## src/rtl/cdb_arbiter.sv

```systemverilog
// Common Data Bus arbiter: four per-producer {tag, data} FIFOs drained round-robin,
// at most one registered broadcast per clock.
module cdb_arbiter #(
   parameter int         DEPTH       = 2,
   parameter logic [5:0] INVALID_NUM = 6'b111111
) (
   input  logic         in_clock,
   input  logic         in_reset,
   input  logic [3:0]   in_req_valid,
   input  logic [23:0]  in_req_tag,
   input  logic [127:0] in_req_data,
   output logic [3:0]   out_ready,
   output logic         out_CDB_is_cast,
   output logic [5:0]   out_CDB_tag,
   output logic [31:0]  out_CDB_data,
   output logic [1:0]   out_CDB_src,
   output logic         out_overflow,
   output logic         out_bad_tag
);

   localparam int PW = $clog2(DEPTH);
   localparam int CW = $clog2(DEPTH + 1);

   logic [3:0]  w_push;
   logic [3:0]  w_pop;
   logic [3:0]  w_nonempty;
   logic [3:0]  w_ovf;
   logic [3:0]  w_bad;
   logic [5:0]  w_head_tag  [4];
   logic [31:0] w_head_data [4];
   logic        w_grant;
   logic [1:0]  w_sel;
   logic [1:0]  w_cand;

   logic [1:0]  r_last;
   logic        r_cast;
   logic [5:0]  r_tag;
   logic [31:0] r_data;
   logic [1:0]  r_src;
   logic        r_overflow;
   logic        r_bad_tag;

   genvar gi;
   generate
      for (gi = 0; gi < 4; gi++) begin : g_fifo
         logic [5:0]    r_mem_tag  [DEPTH];
         logic [31:0]   r_mem_data [DEPTH];
         logic [PW-1:0] r_wptr;
         logic [PW-1:0] r_rptr;
         logic [CW-1:0] r_count;
         logic [5:0]    w_tag;
         logic [31:0]   w_data;

         assign w_tag              = in_req_tag[6*gi +: 6];
         assign w_data             = in_req_data[32*gi +: 32];
         assign out_ready[gi]      = (r_count != CW'(DEPTH));
         assign w_nonempty[gi]     = (r_count != '0);
         assign w_bad[gi]          = in_req_valid[gi] && (w_tag == INVALID_NUM);
         assign w_ovf[gi]          = in_req_valid[gi] && !out_ready[gi];
         assign w_push[gi]         = in_req_valid[gi] && out_ready[gi] && (w_tag != INVALID_NUM);
         assign w_pop[gi]          = w_grant && (w_sel == 2'(gi));
         assign w_head_tag[gi]     = r_mem_tag[r_rptr];
         assign w_head_data[gi]    = r_mem_data[r_rptr];

         always_ff @(posedge in_clock) begin
            if (w_push[gi]) begin
               r_mem_tag[r_wptr]  <= w_tag;
               r_mem_data[r_wptr] <= w_data;
            end
         end

         // Pointers wrap naturally since DEPTH is a power of two.
         always_ff @(posedge in_clock) begin
            if (in_reset) begin
               r_wptr  <= '0;
               r_rptr  <= '0;
               r_count <= '0;
            end else begin
               if (w_push[gi]) r_wptr <= r_wptr + PW'(1);
               if (w_pop[gi])  r_rptr <= r_rptr + PW'(1);
               case ({w_push[gi], w_pop[gi]})
                  2'b10:   r_count <= r_count + CW'(1);
                  2'b01:   r_count <= r_count - CW'(1);
                  default: r_count <= r_count;
               endcase
            end
         end
      end
   endgenerate

   // Search last+1 .. last+4 (= last); the first non-empty FIFO wins.
   always_comb begin
      w_grant = 1'b0;
      w_sel   = r_last;
      w_cand  = r_last;
      for (int i = 1; i <= 4; i++) begin
         w_cand = r_last + 2'(i);
         if (!w_grant && w_nonempty[w_cand]) begin
            w_grant = 1'b1;
            w_sel   = w_cand;
         end
      end
   end

   always_ff @(posedge in_clock) begin
      if (in_reset) begin
         r_last     <= 2'd3;
         r_cast     <= 1'b0;
         r_tag      <= INVALID_NUM;
         r_data     <= '0;
         r_src      <= '0;
         r_overflow <= 1'b0;
         r_bad_tag  <= 1'b0;
      end else begin
         r_cast <= w_grant;
         if (w_grant) begin
            r_tag  <= w_head_tag[w_sel];
            r_data <= w_head_data[w_sel];
            r_src  <= w_sel;
            r_last <= w_sel;
         end
         if (|w_ovf) r_overflow <= 1'b1;
         if (|w_bad) r_bad_tag  <= 1'b1;
      end
   end

   assign out_CDB_is_cast = r_cast;
   assign out_CDB_tag     = r_tag;
   assign out_CDB_data    = r_data;
   assign out_CDB_src     = r_src;
   assign out_overflow    = r_overflow;
   assign out_bad_tag     = r_bad_tag;

endmodule
```

## config.mk

```make
export PLATFORM = sky130hd
export DESIGN_NAME = cdb_arbiter
export DESIGN_NICKNAME = d
export VERILOG_FILES = /design/src/rtl/cdb_arbiter.sv
export SDC_FILE = /design/constraint.sdc
export NUM_CORES = 1
export LEC_CHECK = 0
export BUFFER_PORTS_ARGS = -buffer_cell sky130_fd_sc_hd__buf_2
export CAP_MARGIN = 20
export CORE_MARGIN = 2
export CORE_UTILIZATION = 60
export DETAILED_ROUTE_END_ITERATION = 7
export HOLD_SLACK_MARGIN = 0.12
export PLACE_DENSITY = 0.92
export SLEW_MARGIN = 25
export SYNTH_ARGS = -nofsm -noshare
export SYNTH_HDL_FRONTEND = slang
export SYNTH_SLANG_ARGS = --single-unit
```

## constraint.sdc

```tcl
create_clock -name in_clock -period 6.16 [get_ports in_clock]
set_input_delay 0.308 -clock in_clock [delete_from_list [all_inputs] [get_ports in_clock]]
set_output_delay 0.308 -clock in_clock [all_outputs]
set_load 0.1 [all_outputs]
```

==> results of run 1 <==
[cell usage in the layout, fill, tap and decap left out, drive strengths merged, types with 7 or more instances in the layout]
master and count:
edfxtp 304, buf 221, dlygate4sd3 153, nand2 85, o211ai 78, mux2i 78
mux2 76, dfxtp 65, nor2 62, clkbuf 61, a311oi 32, a21oi 13
xnor2 9, inv 9, nor3 8, a31oi 7
[area by class of cell]
| class | instances | area, sq um | share of cell area (%) |
|---|---|---|---|
| clock buffers | 61 | 1171 | 6.264 |
| multi-input cells | 496 | 3756 | 20.09 |
| inverters | 6 | 22.52 | 0.1205 |
| repair buffers | 374 | 2815 | 15.06 |
| clock inverters | 8 | 97.59 | 0.5220 |
| well taps | 319 | 399.1 | 2.135 |
| flip-flops and latches | 369 | 10430 | 55.80 |
| diodes | 1 | 2.502 | 0.01338 |
[routing by layer]
layer  up-vias  GRT usage, %  routed length (um)
met4         0         12.19                1500
met2       458         54.03               19660
met3       106         5.590                2926
li1       4314             -                   -
met1      4699         33.13               13070
met5         -             0                   0
[cell families (layout without fill, tap and decap cells)]
| group | count (synthesis) | count (layout) |
|---|---|---|
| buffers and inverters | 64 | 449 |
| AOI/OAI and AO/OA | 145 | 145 |
| and+or+nand+nor | 180 | 180 |
| DFF | 369 | 369 |
| adders and majority gates | 4 | 4 |
| muxes | 154 | 154 |
| xor gates and xnor gates | 13 | 13 |
| other | 0 | 1 |
[Yosys cell counts (7+ instances only)]
cell / count / area (sq um)
buf_2: 33 / 165.2
nor3_1: 8 / 40.04
edfxtp_1: 304 / 9129
a31oi_1: 7 / 43.79
a311oi_1: 32 / 280.3
mux2_2: 76 / 855.8
clkbuf_1: 24 / 90.09
dfxtp_1: 65 / 1301
nor2_1: 60 / 225.2
a21oi_1: 13 / 65.06
mux2i_1: 76 / 760.7
xnor2_1: 9 / 78.83
o211ai_1: 78 / 585.6
nand2_1: 85 / 319.1
[through the flow]
stage	hold slack [ps]	setup slack (ps)	power [uW]	area [sq um]
detailed placement	482.0	3156	6911	15890
floorplan	406.9	2429	6032	14390
finish	210.7	3082	9350	18700
global placement	472.7	3245	6731	15710
global route	205.9	2820	9698	18690
CTS	158.7	3127	9278	18690
[final timing paths]
check | start | cells past startpoint | slack [ps] | endpoint
worst max register to register | g_fifo[2].r_count[0]$_SDFFE_PP0P_ | 8 | 3080 | g_fifo[3].r_count[1]$_SDFFE_PP0P_
worst min register to register | out_CDB_data[23]$_SDFFE_PP0P_ | 2 | 490 | out_CDB_data[23]$_SDFFE_PP0P_
worst max-delay path | g_fifo[2].r_count[0]$_SDFFE_PP0P_ | 8 | 3080 | g_fifo[3].r_count[1]$_SDFFE_PP0P_
worst min-delay path | in_req_valid[1] | 3 | 210 | out_overflow$_SDFFE_PP0P_
[tightest hold or removal path: cells and delay by family]
family | cells | cell delay, ps
simple gates | 1 | 100
buf+inv | 1 | 120
compound gates | 1 | 120
[power groups by stage]
stage	clock network [uW]	registers [uW]	logic [uW]
2_1_floorplan	0	4180	1850
3_3_place_gp	0	3400	3330
3_5_place_dp	0	3430	3480
4_1_cts	2310	3390	3580
5_1_grt	2420	3440	3840
6_report	2310	3410	3630
[sequential cells by signal, summed over array words and instances (netlist names), named ones only]
| name | flops |
|---|---|
| g_fifo.r_mem_data | 256 |
| g_fifo.r_mem_tag | 48 |
| out_CDB_data | 32 |
| g_fifo.r_count | 8 |
| out_CDB_tag | 6 |
| g_fifo.r_rptr | 4 |
| g_fifo.r_wptr | 4 |
| out_CDB_src | 2 |
| r_last | 2 |
| out_CDB_is_cast | 1 |
| out_bad_tag | 1 |
| out_overflow | 1 |
==> key figures, run 1 <==
Synthesis
  • Mean Syn Cell Area: 15.49 sq um
  • Syn_nets: 1091
  • Post-synthesis adder-cell area fraction: 0.3477%
  • Simple-Gate Fraction of Synth Area: 5.381%
  • Post-synthesis sequential area ratio: 72.46%
  • Post-Synth XOR/XNOR Area: 0.7910%
  • Largest family of logic cells by synthesized area: multiplexers
  • Multiplexer share of the synthesized area: 11.42%
  • Post-Syn Area: 14390 sq um
  • Syn Inst Count: 929
  • Primary FF master, synth: edfxtp_1
  • Post-synthesis async set-or-reset flop share: 0%
  • Count of different cell masters after synthesis: 40
  • Compound-Gate Fraction of Synth Area: 7.641%
  • EDFF count, synth: 304
  • Synth Warn #: 0
  • Yosys reg bits: 369

STA
  • Post-layout minimum cycle time: 3078 ps
  • Setup TNS: 0 ps
  • Fmax achieved: 324.8 MHz
  • Unrepaired setup endpoints after global routing: no
  • Worst-margin pin slew: 922.5 ps
  • Finish-stage setup viols: 0
  • Fin. Hold Viols: 0
  • Max_slew headroom: 37.19%
  • Max-slew violations: 0
  • Layout Skew: 25.47 ps
  • Final Cycle Share: 49.98%

Worst setup path
  • Worst Path Max Fanout: 32
  • CP bufs+invs: 0
  • CP Data Required Time: 6590 ps
  • Max stage delay on crit path: 740 ps
  • Worst setup EP type: flip-flop
  • Critical-path cell list: nor2_1 > o2bb2ai_1 > mux2i_4 > nand2_1 > nor2_1 > ha_1 > or3_1 > a21oi_1
  • CP max-delay cell: mux2i_4
  • Critical path class: flip-flop to flip-flop
  • Top delay family on crit path: simple AND/OR/NAND/NOR gates
  • CP arrival: 3510 ps
  • Crit path launch type: flip-flop
  • Cell mode on critical path: nor2_1

CTS
  • Setup Buffers After CTS: 0
  • CTS tree: built
  • CTS hold repair buffers: 153
  • Total CTS buffers: 38
  • CTS resizes: 0
  • Skew-Pair Late Insertion Delay: 520 ps
  • Clock root buffer: clkbuf_16
  • Clock Path Buffers: 3
  • CTS H-tree depth: 2
  • Worst-path clk slew: 60 ps
  • Clock sinks: 369

Final layout
  • Fillers: 1280
  • NumNets Final: 1447
  • Area Overhead vs Synth: 29.89%
  • Core Util, Final: 79.42%
  • Non-Filler Instances: 1634
  • Layout cell share with drive strength beyond 1: 28.39%

Route
  • Pre-antenna DRT Iters: 5
  • Wire per inst: 22.74 um
  • Routed wire length: 37160 um
  • First DRT Iteration DRCs: 949
  • DRC: 0
  • Vias per inst: 5.861
  • Via count: 9577
  • Post-DRT Antenna Nets: 0

Power
  • Peak supply drop: 0.5787 mV
  • P_leak: 0.006729 uW
  • Int Pwr: 5639 uW
  • Sw Share: 39.69%
  • Combinational power share: 38.9%
  • Clock power frac: 24.7%
  • Sequential group share of total power: 36.4%
  • Sw Pwr: 3711 uW
  • P per Cell Area: 500.1 nW/um^2

Global route
  • Largest net degree at the start of global routing: 128
  • Total gr overflow: 0
  • First-pass GRT wire length: 56210 um
  • Initial antenna violation count: 0
  • Vias in the first global route: 10170
  • GRT Resource Usage Total: 29.22%

Floorplan
  • Row cnt: 56
  • Die Width: 158.9 um
  • Die ar.: 25240 sq um
  • Initial Util: 61.14%
  • IO Pins: 205
  • Chip height: 158.9 um
  • Core area: 23540 sq um

Placed design
  • IO Port Bufs: 204
  • RePlAce Congestion: 0.8707
  • Hpwl dp: 22270 um
  • Inst Count DP: 1411

Worst hold path
  • Hold Crit Class: primary input to flip-flop

Flow run
  • Max Cap Viol: 0

Outcome
  • Status: completed
Note: power is estimated with default switching activity, not from simulation.
==> run 2: changes to the inputs <==
--- a/config.mk
+++ b/config.mk
@@ -8,10 +8,10 @@
 export BUFFER_PORTS_ARGS = -buffer_cell sky130_fd_sc_hd__buf_2
 export CAP_MARGIN = 20
 export CORE_MARGIN = 2
-export CORE_UTILIZATION = 60
+export CORE_UTILIZATION = 51
 export DETAILED_ROUTE_END_ITERATION = 7
 export HOLD_SLACK_MARGIN = 0.12
-export PLACE_DENSITY = 0.92
+export PLACE_DENSITY = 0.84
 export SLEW_MARGIN = 25
 export SYNTH_ARGS = -nofsm -noshare
 export SYNTH_HDL_FRONTEND = slang
==> constraint.sdc (replaced) <==
create_clock -name in_clock -period 2.5 [get_ports in_clock]
set_input_delay 0.125 -clock in_clock [delete_from_list [all_inputs] [get_ports in_clock]]
set_output_delay 0.125 -clock in_clock [all_outputs]
set_load 0.1 [all_outputs]
==> run 2 against run 1 <==
First-iteration DRC count decreased by 8.0%. Sequential cell count unchanged. Routed wire length increased by 1.2%. Clock power increased by 140%.
==> key figures, run 2 (synthesis results as in run 1) <==
Outcome
  • Status: completed

Global route
  • Initial antenna violation count: 2
  • Largest net degree at the start of global routing: 82
  • M1 GR Usage: 28.52%
  • GRT Resource Usage Total: 25.25%
  • First-pass GRT wire length: 55230 um
  • Vias in the first global route: 10100
  • Total gr overflow: 0
  • GR Util met2: 46.41%
  • GRT Max-Usage Layer: met2
  • Met3 Use GR: 5.493%

Final layout
  • Top reg by flops: g_fifo.r_mem_data
  • Layout cell share with drive strength beyond 1: 29.36%
  • Area Overhead vs Synth: 30.95%
  • Area of the multi-input gates: 3769 sq um
  • Non-Filler Instances: 1704
  • Most frequent cells in the layout: edfxtp_1, buf_2, dlygate4sd3_1, nand2_1, o211ai_1
  • Fillers: 1833
  • Leading cell type in the layout, fill and taps excluded: edfxtp_1
  • Largest register FFs: 256
  • Storage cell area: 10440 sq um
  • NumNets Final: 1459

Placed design
  • IO Port Bufs: 204
  • RePlAce Congestion: 0.8768
  • Inst Count DP: 1478
  • Hpwl dp: 23430 um

STA
  • Layout Skew: 17.35 ps
  • Final Cycle Share: 94.91%
  • Unrepaired setup endpoints after global routing: no
  • Fin. Hold Viols: 0
  • Finish-stage setup viols: 0
  • Fmax achieved: 421.4 MHz
  • Worst-margin pin slew: 844.7 ps
  • Post-layout minimum cycle time: 2373 ps
  • Setup TNS: 0 ps
  • Max_slew headroom: 43.44%
  • Max-slew violations: 0

Power
  • Power, Total: 22980 uW
  • Sequential group share of total power: 36.7%
  • Sw Share: 39.99%
  • Int Pwr: 13790 uW
  • Combinational power share: 39.4%
  • Clock power frac: 23.9%
  • P_leak: 0.006769 uW
  • Peak supply drop: 1.884 mV
  • P per Cell Area: 1219 nW/um^2
  • Sw Pwr: 9192 uW

Route
  • Pre-antenna DRT Iters: 5
  • Via count: 9560
  • DRC: 0
  • Post-DRT Antenna Nets: 0
  • Vias per inst: 5.610
  • First DRT Iteration DRCs: 873
  • Wire per inst: 22.07 um
  • Routed wire length: 37610 um

Worst setup path
  • Critical-path cell list: nor2_4 > o2bb2ai_1 > mux2i_4 > nand2_2 > nor2_1 > ha_1 > or3_1 > a21oi_1
  • Critical path class: flip-flop to flip-flop
  • Worst Path Max Fanout: 7
  • Crit path launch type: flip-flop
  • CP arrival: 2800 ps
  • Worst setup EP type: flip-flop
  • CP Data Required Time: 2930 ps
  • CP max-delay cell: dfxtp_1
  • Max stage delay on crit path: 380 ps

Floorplan
  • Core area: 27780 sq um
  • Chip height: 172.0 um
  • IO Pins: 205
  • Die Width: 172.0 um
  • Row cnt: 61
  • Initial Util: 51.81%
  • Die ar.: 29580 sq um

Worst hold path
  • Hold Crit Class: primary input to flip-flop

CTS
  • CTS H-tree depth: 2
  • Setup Buffers After CTS: 0
  • Total CTS buffers: 37
  • Clock Path Buffers: 3
  • Worst-path clk slew: 60 ps
  • Clock sinks: 369
  • CTS tree: built
  • Clock root buffer: clkbuf_16
  • Skew-Pair Late Insertion Delay: 530 ps

Flow run
  • Max Cap Viol: 0
## run 2: cell count changes in the layout (fill, tap and decap cells not counted), sizes merged
cell | previous run | this run
inv | 9 | 7
clkinvlp | 0 | 1
dlygate4sd3 | 153 | 158
buf | 221 | 229
clkinv | 3 | 10
clkbuf | 61 | 54
bufinv | 2 | 1
## run 2: area by class of cell
| type | instances | area share [%] |
|---|---|---|
| flip-flops and latches | 369 | 55.36 |
| multi-input cells | 496 | 19.99 |
| repair buffers | 387 | 15.53 |
| clock buffers | 54 | 5.961 |
| well taps | 378 | 2.509 |
| clock inverters | 13 | 0.5045 |
| inverters | 6 | 0.1195 |
| diodes | 1 | 0.01328 |
## run 2: path summary, 6_finish.rpt
path	from	to	slack, ps	depth (start not counted)
setup / recovery	g_fifo[1].r_count[1]$_SDFFE_PP0P_	g_fifo[3].r_count[1]$_SDFFE_PP0P_	130	8
hold / removal	in_req_valid[3]	g_fifo[3].r_wptr$_SDFFE_PP0P_	260	4
setup reg to reg	g_fifo[1].r_count[1]$_SDFFE_PP0P_	g_fifo[3].r_count[1]$_SDFFE_PP0P_	130	8
hold reg to reg	out_CDB_data[22]$_SDFFE_PP0P_	out_CDB_data[22]$_SDFFE_PP0P_	500	2
## run 2: power groups by stage
stage | clock [uW] | sequential (uW) | combinational, uW
2_1_floorplan | 0 | 10300 | 4600
3_3_place_gp | 0 | 8450 | 8500
3_5_place_dp | 0 | 8510 | 8710
4_1_cts | 5540 | 8390 | 8950
5_1_grt | 5820 | 8520 | 9590
6_report | 5500 | 8430 | 9050
## run 2: metal layers
metal / vias to the layer above / share of wire (%)
li1: 4324 / -
met1: 4725 / 36
met2: 425 / 52
met3: 86 / 8.2
met4: 0 / 3.7
met5: - / 0
## run 2: repair_timing
item	CTS	global route
hold buffers	158	0
resized for setup	0	3
endpoints found under the setup margin	0	1
endpoints found under the hold margin	314	0
## run 2: stage by stage
step                util [%]  hold WS, ps  worst slack, ps  instance area [sq um]
finish                 67.84        258.3            127.2                  18850
global route           67.84        264.3            38.95                  18850
detailed placement     57.74        315.9            252.5                  16040
floorplan                  -        223.9            113.7                  14460
global placement       57.74        312.6            335.2                  16040
CTS                    67.82        249.5            235.5                  18840
## run 2: critical path: cells and delay by family, from the launching register on
family / cells / cell delay [ps]
multiplexers: 1 / 290
flip-flops: 1 / 380
AND/OR/NAND/NOR: 4 / 960
adder cells (fa/ha/maj): 1 / 290
AO/OA/AOI/OAI: 2 / 360
